$ cat config.mk
export PLATFORM = sky130hd
export DESIGN_NAME = uart_param
export DESIGN_NICKNAME = d
export VERILOG_FILES = /design/src/rtl/uart_param.sv
export SDC_FILE = /design/constraint.sdc
export NUM_CORES = 1
export LEC_CHECK = 0
export ABC_AREA = 1
export BUFFER_PORTS_ARGS = -buffer_cell sky130_fd_sc_hd__buf_2
export CAP_MARGIN = 20
export CORE_ASPECT_RATIO = 0.7
export CORE_UTILIZATION = 40
export DETAILED_ROUTE_END_ITERATION = 8
export GPL_ROUTABILITY_DRIVEN = 0
export PLACE_DENSITY = 0.54
export SLEW_MARGIN = 10
export SYNTH_ARGS = -nofsm -noshare
export SYNTH_HDL_FRONTEND = slang
export SYNTH_SLANG_ARGS = --single-unit
$ cat constraint.sdc
create_clock -name clk -period 3.3 [get_ports clk]
set_clock_uncertainty 0.1 [all_clocks]
set_input_delay 0.165 -clock clk [delete_from_list [all_inputs] [get_ports clk]]
set_output_delay 0.165 -clock clk [all_outputs]
set_load 0.02 [all_outputs]
$ cat src/rtl/uart_param.sv
// uart_param: parametrised full-duplex UART.
//
// The transmitter accepts one word per valid/ready handshake and sends
// start, data (LSB first), optional parity and stop bits at a runtime bit
// period. The receiver synchronises the line, checks parity and stop bits,
// and pushes {ferr, perr, data} into a show-ahead FIFO with a sticky
// overrun flag.
//
// Ports
//   clk           system clock
//   rst           asynchronous, active-low reset
//   clks_per_bit  clocks per bit (values below 4 act as 4), latched per frame
//   tx_data       word to transmit
//   tx_valid      tx_data valid
//   tx_ready      transmitter idle, can accept a word
//   tx_bit        serial TX line, idle high
//   tx_done       one-cycle pulse in the last cycle of the final stop bit
//   rx_bit        serial RX line, asynchronous to clk
//   rx_data       FIFO head word (0 while empty)
//   rx_perr       parity error flag of head word
//   rx_ferr       framing error flag of head word
//   rx_valid      FIFO not empty
//   rx_ready      pop head word when rx_valid is high
//   rx_count      FIFO occupancy
//   rx_overrun    sticky: a word was dropped because the FIFO was full
//   err_clr       clears rx_overrun
module uart_param #(
  parameter int DATA_WIDTH = 8,
  parameter int PARITY     = 0,
  parameter int STOP_BITS  = 1,
  parameter int RX_DEPTH   = 4,
  parameter int DIV_W      = 16
) (
  input  logic                            clk,
  input  logic                            rst,
  input  logic [DIV_W-1:0]                clks_per_bit,
  input  logic [DATA_WIDTH-1:0]           tx_data,
  input  logic                            tx_valid,
  output logic                            tx_ready,
  output logic                            tx_bit,
  output logic                            tx_done,
  input  logic                            rx_bit,
  output logic [DATA_WIDTH-1:0]           rx_data,
  output logic                            rx_perr,
  output logic                            rx_ferr,
  output logic                            rx_valid,
  input  logic                            rx_ready,
  output logic [$clog2(RX_DEPTH+1)-1:0]   rx_count,
  output logic                            rx_overrun,
  input  logic                            err_clr
);

  localparam int IDX_W = $clog2(DATA_WIDTH);
  localparam int PTR_W = $clog2(RX_DEPTH);
  localparam int CNT_W = $clog2(RX_DEPTH + 1);
  localparam int FW    = DATA_WIDTH + 2;

  localparam logic [IDX_W-1:0] DATA_LAST = IDX_W'(DATA_WIDTH - 1);
  localparam logic [IDX_W-1:0] STOP_LAST = IDX_W'(STOP_BITS - 1);

  localparam logic [2:0] S_IDLE   = 3'd0;
  localparam logic [2:0] S_START  = 3'd1;
  localparam logic [2:0] S_DATA   = 3'd2;
  localparam logic [2:0] S_PARITY = 3'd3;
  localparam logic [2:0] S_STOP   = 3'd4;

  function automatic logic [DIV_W-1:0] eff_div(input logic [DIV_W-1:0] d);
    return (d < DIV_W'(4)) ? DIV_W'(4) : d;
  endfunction

  // Even mode: XOR of the data; odd mode: its complement.
  function automatic logic par_of(input logic [DATA_WIDTH-1:0] d);
    return (PARITY == 2) ? ~^d : ^d;
  endfunction

  // ---------------------------------------------------------------- TX
  logic [2:0]            tx_state;
  logic [DIV_W-1:0]      tx_div;
  logic [DIV_W-1:0]      tx_cnt;
  logic [IDX_W-1:0]      tx_idx;
  logic [DATA_WIDTH-1:0] tx_shift;
  logic                  tx_par;
  logic                  tx_last;

  assign tx_last  = (tx_cnt == tx_div - DIV_W'(1));
  assign tx_ready = (tx_state == S_IDLE);
  assign tx_done  = (tx_state == S_STOP) && tx_last && (tx_idx == STOP_LAST);

  always_ff @(posedge clk or negedge rst) begin
    if (!rst) begin
      tx_state <= S_IDLE;
      tx_bit   <= 1'b1;
      tx_cnt   <= '0;
      tx_idx   <= '0;
      tx_div   <= DIV_W'(4);
    end else begin
      case (tx_state)
        S_IDLE: begin
          if (tx_valid) begin
            tx_state <= S_START;
            tx_bit   <= 1'b0;
            tx_cnt   <= '0;
            tx_idx   <= '0;
            tx_div   <= eff_div(clks_per_bit);
          end
        end
        S_START: begin
          if (tx_last) begin
            tx_cnt   <= '0;
            tx_state <= S_DATA;
            tx_bit   <= tx_shift[0];
          end else begin
            tx_cnt <= tx_cnt + DIV_W'(1);
          end
        end
        S_DATA: begin
          if (tx_last) begin
            tx_cnt <= '0;
            if (tx_idx == DATA_LAST) begin
              tx_idx <= '0;
              if (PARITY != 0) begin
                tx_state <= S_PARITY;
                tx_bit   <= tx_par;
              end else begin
                tx_state <= S_STOP;
                tx_bit   <= 1'b1;
              end
            end else begin
              tx_idx <= tx_idx + IDX_W'(1);
              // tx_shift[0] is the bit just sent; [1] is the next one.
              tx_bit <= tx_shift[1];
            end
          end else begin
            tx_cnt <= tx_cnt + DIV_W'(1);
          end
        end
        S_PARITY: begin
          if (tx_last) begin
            tx_cnt   <= '0;
            tx_idx   <= '0;
            tx_state <= S_STOP;
            tx_bit   <= 1'b1;
          end else begin
            tx_cnt <= tx_cnt + DIV_W'(1);
          end
        end
        S_STOP: begin
          if (tx_last) begin
            tx_cnt <= '0;
            if (tx_idx == STOP_LAST) begin
              tx_state <= S_IDLE;
            end else begin
              tx_idx <= tx_idx + IDX_W'(1);
            end
          end else begin
            tx_cnt <= tx_cnt + DIV_W'(1);
          end
        end
        default: begin
          tx_state <= S_IDLE;
          tx_bit   <= 1'b1;
        end
      endcase
    end
  end

  always_ff @(posedge clk) begin
    if (tx_state == S_IDLE && tx_valid) begin
      tx_shift <= tx_data;
      tx_par   <= par_of(tx_data);
    end else if (tx_state == S_DATA && tx_last && tx_idx != DATA_LAST) begin
      tx_shift <= tx_shift >> 1;
    end
  end

  // ---------------------------------------------------------------- RX
  // Two-flop synchroniser; only rx_sync_p1 is used by the FSM.
  logic                  rx_meta_p0;
  logic                  rx_sync_p1;
  logic [2:0]            rx_state;
  logic [DIV_W-1:0]      rx_div;
  logic [DIV_W-1:0]      rx_cnt;
  logic [IDX_W-1:0]      rx_idx;
  logic                  rx_push_p2;
  logic [DATA_WIDTH-1:0] rx_shift;
  logic                  rx_perr_acc;
  logic                  rx_ferr_acc;
  logic                  rx_mid;
  logic                  rx_end;

  assign rx_mid = (rx_cnt == (rx_div >> 1) - DIV_W'(1));
  assign rx_end = (rx_cnt == rx_div - DIV_W'(1));

  always_ff @(posedge clk or negedge rst) begin
    if (!rst) begin
      rx_meta_p0 <= 1'b1;
      rx_sync_p1 <= 1'b1;
      rx_state   <= S_IDLE;
      rx_div     <= DIV_W'(4);
      rx_cnt     <= '0;
      rx_idx     <= '0;
      rx_push_p2 <= 1'b0;
    end else begin
      rx_meta_p0 <= rx_bit;
      rx_sync_p1 <= rx_meta_p0;
      rx_push_p2 <= 1'b0;
      case (rx_state)
        S_IDLE: begin
          if (!rx_sync_p1) begin
            rx_state <= S_START;
            rx_cnt   <= '0;
            rx_idx   <= '0;
            rx_div   <= eff_div(clks_per_bit);
          end
        end
        S_START: begin
          if (rx_mid) begin
            rx_cnt <= '0;
            // A line that is high again at the start-bit centre was a glitch.
            rx_state <= rx_sync_p1 ? S_IDLE : S_DATA;
          end else begin
            rx_cnt <= rx_cnt + DIV_W'(1);
          end
        end
        S_DATA: begin
          if (rx_end) begin
            rx_cnt <= '0;
            if (rx_idx == DATA_LAST) begin
              rx_idx   <= '0;
              rx_state <= (PARITY != 0) ? S_PARITY : S_STOP;
            end else begin
              rx_idx <= rx_idx + IDX_W'(1);
            end
          end else begin
            rx_cnt <= rx_cnt + DIV_W'(1);
          end
        end
        S_PARITY: begin
          if (rx_end) begin
            rx_cnt   <= '0;
            rx_idx   <= '0;
            rx_state <= S_STOP;
          end else begin
            rx_cnt <= rx_cnt + DIV_W'(1);
          end
        end
        S_STOP: begin
          if (rx_end) begin
            rx_cnt <= '0;
            if (rx_idx == STOP_LAST) begin
              rx_state   <= S_IDLE;
              rx_push_p2 <= 1'b1;
            end else begin
              rx_idx <= rx_idx + IDX_W'(1);
            end
          end else begin
            rx_cnt <= rx_cnt + DIV_W'(1);
          end
        end
        default: rx_state <= S_IDLE;
      endcase
    end
  end

  // Error accumulators clear at the start-bit centre rather than at start
  // detection, so a new frame detected right after a stop bit cannot
  // disturb the word being pushed.
  always_ff @(posedge clk) begin
    if (rx_state == S_START && rx_mid) begin
      rx_perr_acc <= 1'b0;
      rx_ferr_acc <= 1'b0;
    end
    if (rx_state == S_DATA && rx_end) begin
      rx_shift <= {rx_sync_p1, rx_shift[DATA_WIDTH-1:1]};
    end
    if (rx_state == S_PARITY && rx_end) begin
      rx_perr_acc <= (rx_sync_p1 != par_of(rx_shift));
    end
    if (rx_state == S_STOP && rx_end && !rx_sync_p1) begin
      rx_ferr_acc <= 1'b1;
    end
  end

  // ---------------------------------------------------------------- RX FIFO
  logic [FW-1:0]    fifo_mem [RX_DEPTH];
  logic [PTR_W-1:0] wr_ptr;
  logic [PTR_W-1:0] rd_ptr;
  logic [FW-1:0]    head;
  logic             pop;
  logic             full;
  logic             do_wr;

  assign rx_valid = (rx_count != '0);
  assign pop      = rx_valid && rx_ready;
  assign full     = (rx_count == CNT_W'(RX_DEPTH));
  // A push into a full FIFO still lands if the head leaves in the same cycle.
  assign do_wr    = rx_push_p2 && (!full || pop);

  always_ff @(posedge clk) begin
    if (do_wr) begin
      fifo_mem[wr_ptr] <= {rx_ferr_acc, rx_perr_acc, rx_shift};
    end
  end

  always_ff @(posedge clk or negedge rst) begin
    if (!rst) begin
      wr_ptr     <= '0;
      rd_ptr     <= '0;
      rx_count   <= '0;
      rx_overrun <= 1'b0;
    end else begin
      if (do_wr) wr_ptr <= wr_ptr + PTR_W'(1);
      if (pop)   rd_ptr <= rd_ptr + PTR_W'(1);
      case ({do_wr, pop})
        2'b10:   rx_count <= rx_count + CNT_W'(1);
        2'b01:   rx_count <= rx_count - CNT_W'(1);
        default: rx_count <= rx_count;
      endcase
      if (rx_push_p2 && full && !pop) begin
        rx_overrun <= 1'b1;
      end else if (err_clr) begin
        rx_overrun <= 1'b0;
      end
    end
  end

  assign head    = fifo_mem[rd_ptr];
  assign rx_data = rx_valid ? head[DATA_WIDTH-1:0] : '0;
  assign rx_perr = rx_valid && head[DATA_WIDTH];
  assign rx_ferr = rx_valid && head[DATA_WIDTH+1];

endmodule
==> flow_summary.yaml <==
outcome:
  status: "complete, no violations"
detailed_routing:
  via_count: 7177
  dr.pass1.iters: 5
  detail-route-antenna-nets: 0
  drt_iter0_drc: 512
  drc: 0
  via_per_inst: 4.84
  routedWlPerCell_um: 14.2
  wl_um: 21000
worst_setup_path:
  r2r.worst_path.cells: 15
  critPathKind: "register to output port"
  rr_startpoint: "rx_div[1]"
  cp_max_fo: 4
  worstPathArrival_ps: 2510
  r2r_slack_ps: 520
  endpoint_kind: "output port"
  cp_data_required_time_ps: 3030
  start_kind: "register"
  r2r_end: "rx_perr_acc"
  slowest_delay_ps: 400
  cp_slowest_cell: "dfrtp_1"
  critical_path.cell_chain: "inv_1 -> ha_1 -> nand3_1 -> nor2_2 -> xor2_1 -> inv_1 -> nor2_1 -> nand3_1 -> nor3_1 -> nand2_1 -> nor2_1 -> buf_2"
grt:
  grt_pass1_vias: 6525
  grt_usage_pct: 20.1
  overflow: 0
  grt_max_degree: 53
  met2_usage_pct: 26.8
  grtUsageMet3_pct: 3.51
  use_met1_pct: 32.3
  grt.busiest_layer: "met1"
  antenna_found_initial: 0
  grt_pass1_wl_um: 34400
pwr:
  p_per_area_nw_per_um2: 847
  total_power_uw: 8470
  vdd_drop_max_v: 0.000455
  p_leak_uw: 0.00465
hold_path:
  worstHoldStart: "clks_per_bit[0]"
  hold_end: "rx_div[0]"
  min-delay-path-class: "primary input to register"
  hold_depth: 3
finish:
  layout_common_cells: "nand2_1, nor2_1, inv_1"
  synthToLayoutAreaGrowth_pct: 16.4
  fin_nets: 1241
  final_common_cell: "nand2_1"
  layout-drive-gt1-share_pct: 11.0
  diodes: 0
clocking:
  cts_max_path_buffers: 2
  htree_levels: 4
  cts_num_sinks: 146
  insertion_delay_ps: 430
  path_clk_slew_ps: 60
  post-cts-setup-buffers: 0
  cts_tree: "built"
  cts_buffers: 17
  cts_root_buf: "clkbuf_16"
sta:
  setup_viol: 0
  fin_crit_ps: 2780
  worstMarginPinSlew_ps: 973
  rsz0062_at_grt: "no"
  fin_crit_sh_pct: 84.1
  tns_ps: 0
  fmax_mhz: 360
  maxSlewViolCount: 0
  relSlewSlack_pct: 34.9
  hold_viol: 0
floorplanning:
  dieArea_um2: 22100
  io_pins: 48
  fp-row-count: 44
  die_h_um: 125
  die_x_um: 177
  core_um2: 20900
  start_util_pct: 41.1
yosys:
  syn_nets: 1161
  synth_area_per_cell_um2: 7.71
  synth_enable_flop_cells: 57
  ys_seq_elements: 146
  ys_warn_count: 0
  synthCells: 1114
  seq_area_frac_synth_pct: 45.9
  synthArstFlopShare_pct: 60.3
  synth_top_flop_cell: "dfrtp_1"
  ys_types: 43
  syn-cell-area_um2: 8590
placement:
  hpwl_um: 15600
  io_buffers: 47
job:
  maxCapViolCount: 0
==> metal layers <==
layer | vias up | part of all wire (%) | routed length, um
met5 | - | 0 | 0
met2 | 149 | 39 | 8220
met1 | 3293 | 55 | 11600
met3 | 15 | 4.4 | 920
met4 | 0 | 1.2 | 252
li1 | 3720 | - | -
==> registers in the layout, summed over array words and instances, names as in the netlist, 2 cells and up <==
name and cells:
tx_shift 8, rx_idx 3, rx_div 16, rd_ptr 2, fifo_mem 40, tx_div 16, tx_state 3, rx_cnt 16
rx_state 3, rx_count 3, wr_ptr 2, tx_cnt 16, rx_shift 8, tx_idx 3
==> logic make-up after synthesis <==
group | share of synthesized area, %
AO/OA/AOI/OAI | 7.53
AND/OR/NAND/NOR | 30.3
XOR/XNOR | 7.13
buffers and inverters | 6.65
flip-flops | 45.9
adder cells (fa/ha/maj) | 2.56
==> area by class of cell <==
class,instances,area [um2]
Clock buffer,18,429
Inverter,124,465
Timing Repair Buffer,86,593
Tap cell,276,345
Fill cell,2107,10900
Multi-Input combinational cell,819,4080
Sequential cell,146,3940
Clock inverter,14,143
==> critical path: cells and delay by family, from the launching register on <==
kind | cells | cell delay [ps]
buf+inv | 3 | 350
flops | 1 | 400
simple gates | 7 | 900
xor+xnor | 1 | 210
fa+ha+maj | 1 | 210
==> synth_stat cells, types with 2 or more instances <==
master | n | area, um2
a21o_1 | 3 | 22.5
a21oi_1 | 24 | 120
a21oi_2 | 2 | 17.5
a31oi_1 | 2 | 12.5
and3_1 | 6 | 37.5
clkbuf_1 | 21 | 78.8
clkinv_1 | 2 | 7.51
dfrtp_1 | 83 | 2080
dfstp_2 | 5 | 131
edfxtp_1 | 57 | 1710
ha_1 | 16 | 200
inv_1 | 120 | 450
inv_2 | 2 | 7.51
nand2_1 | 326 | 1220
nand2_2 | 7 | 43.8
nand3_1 | 57 | 285
nand3_2 | 4 | 40.0
nand3b_1 | 9 | 67.6
nand4_1 | 13 | 81.3
nor2_1 | 156 | 586
nor2_2 | 11 | 68.8
nor2_4 | 4 | 45.0
nor3_1 | 9 | 45.0
nor4_1 | 4 | 25.0
o21ai_0 | 74 | 370
o21ai_1 | 2 | 10.0
o21bai_1 | 4 | 30.0
o22ai_1 | 4 | 25.0
o31ai_1 | 2 | 15.0
or2_2 | 4 | 25.0
xnor2_1 | 20 | 175
xor2_1 | 50 | 438
==> timing repair <==
action,CTS,global route
endpoints found under the setup margin,0,0
hold buffers,25,0
hold endpoints to repair,84,0
resized for setup,0,0
==> how the worst max path moves through the flow <==
stage	slack, ps	cells past startpoint	startpoint	endpoint
2_1_floorplan	620	10	tx_div[0]	tx_shift[0]
3_3_place_gp	620	15	rx_div[1]	rx_perr_acc
3_5_place_dp	570	15	rx_div[1]	rx_perr_acc
4_1_cts	510	12	tx_div[0]	tx_done
5_1_grt	210	12	tx_div[0]	tx_done
6_report	520	12	tx_div[0]	tx_done
==> where the power goes <==
part / switching, uW / internal (uW) / total (uW)
logic: 2550 / 1310 / 3850
clock network: 848 / 1060 / 1910
registers: 445 / 2260 / 2710
total: 3840 / 4630 / 8470
==> through the flow <==
step / worst slack (ps) / hold WS (ps) / cell area [um2] / cells / utilization, %
2_1_floorplan: 622 / -231 / 8590 / 1114 / -
3_3_place_gp: 618 / 155 / 9180 / 1426 / 43.9
3_5_place_dp: 567 / 159 / 9180 / 1426 / 43.9
4_1_cts: 514 / 12.5 / 10000 / 1483 / 47.8
5_1_grt: 206 / 47.7 / 10000 / 1483 / 47.8
6_report: 523 / 28.6 / 10000 / 1483 / 47.8
No activity file was read; power rests on OpenSTA's default activity.
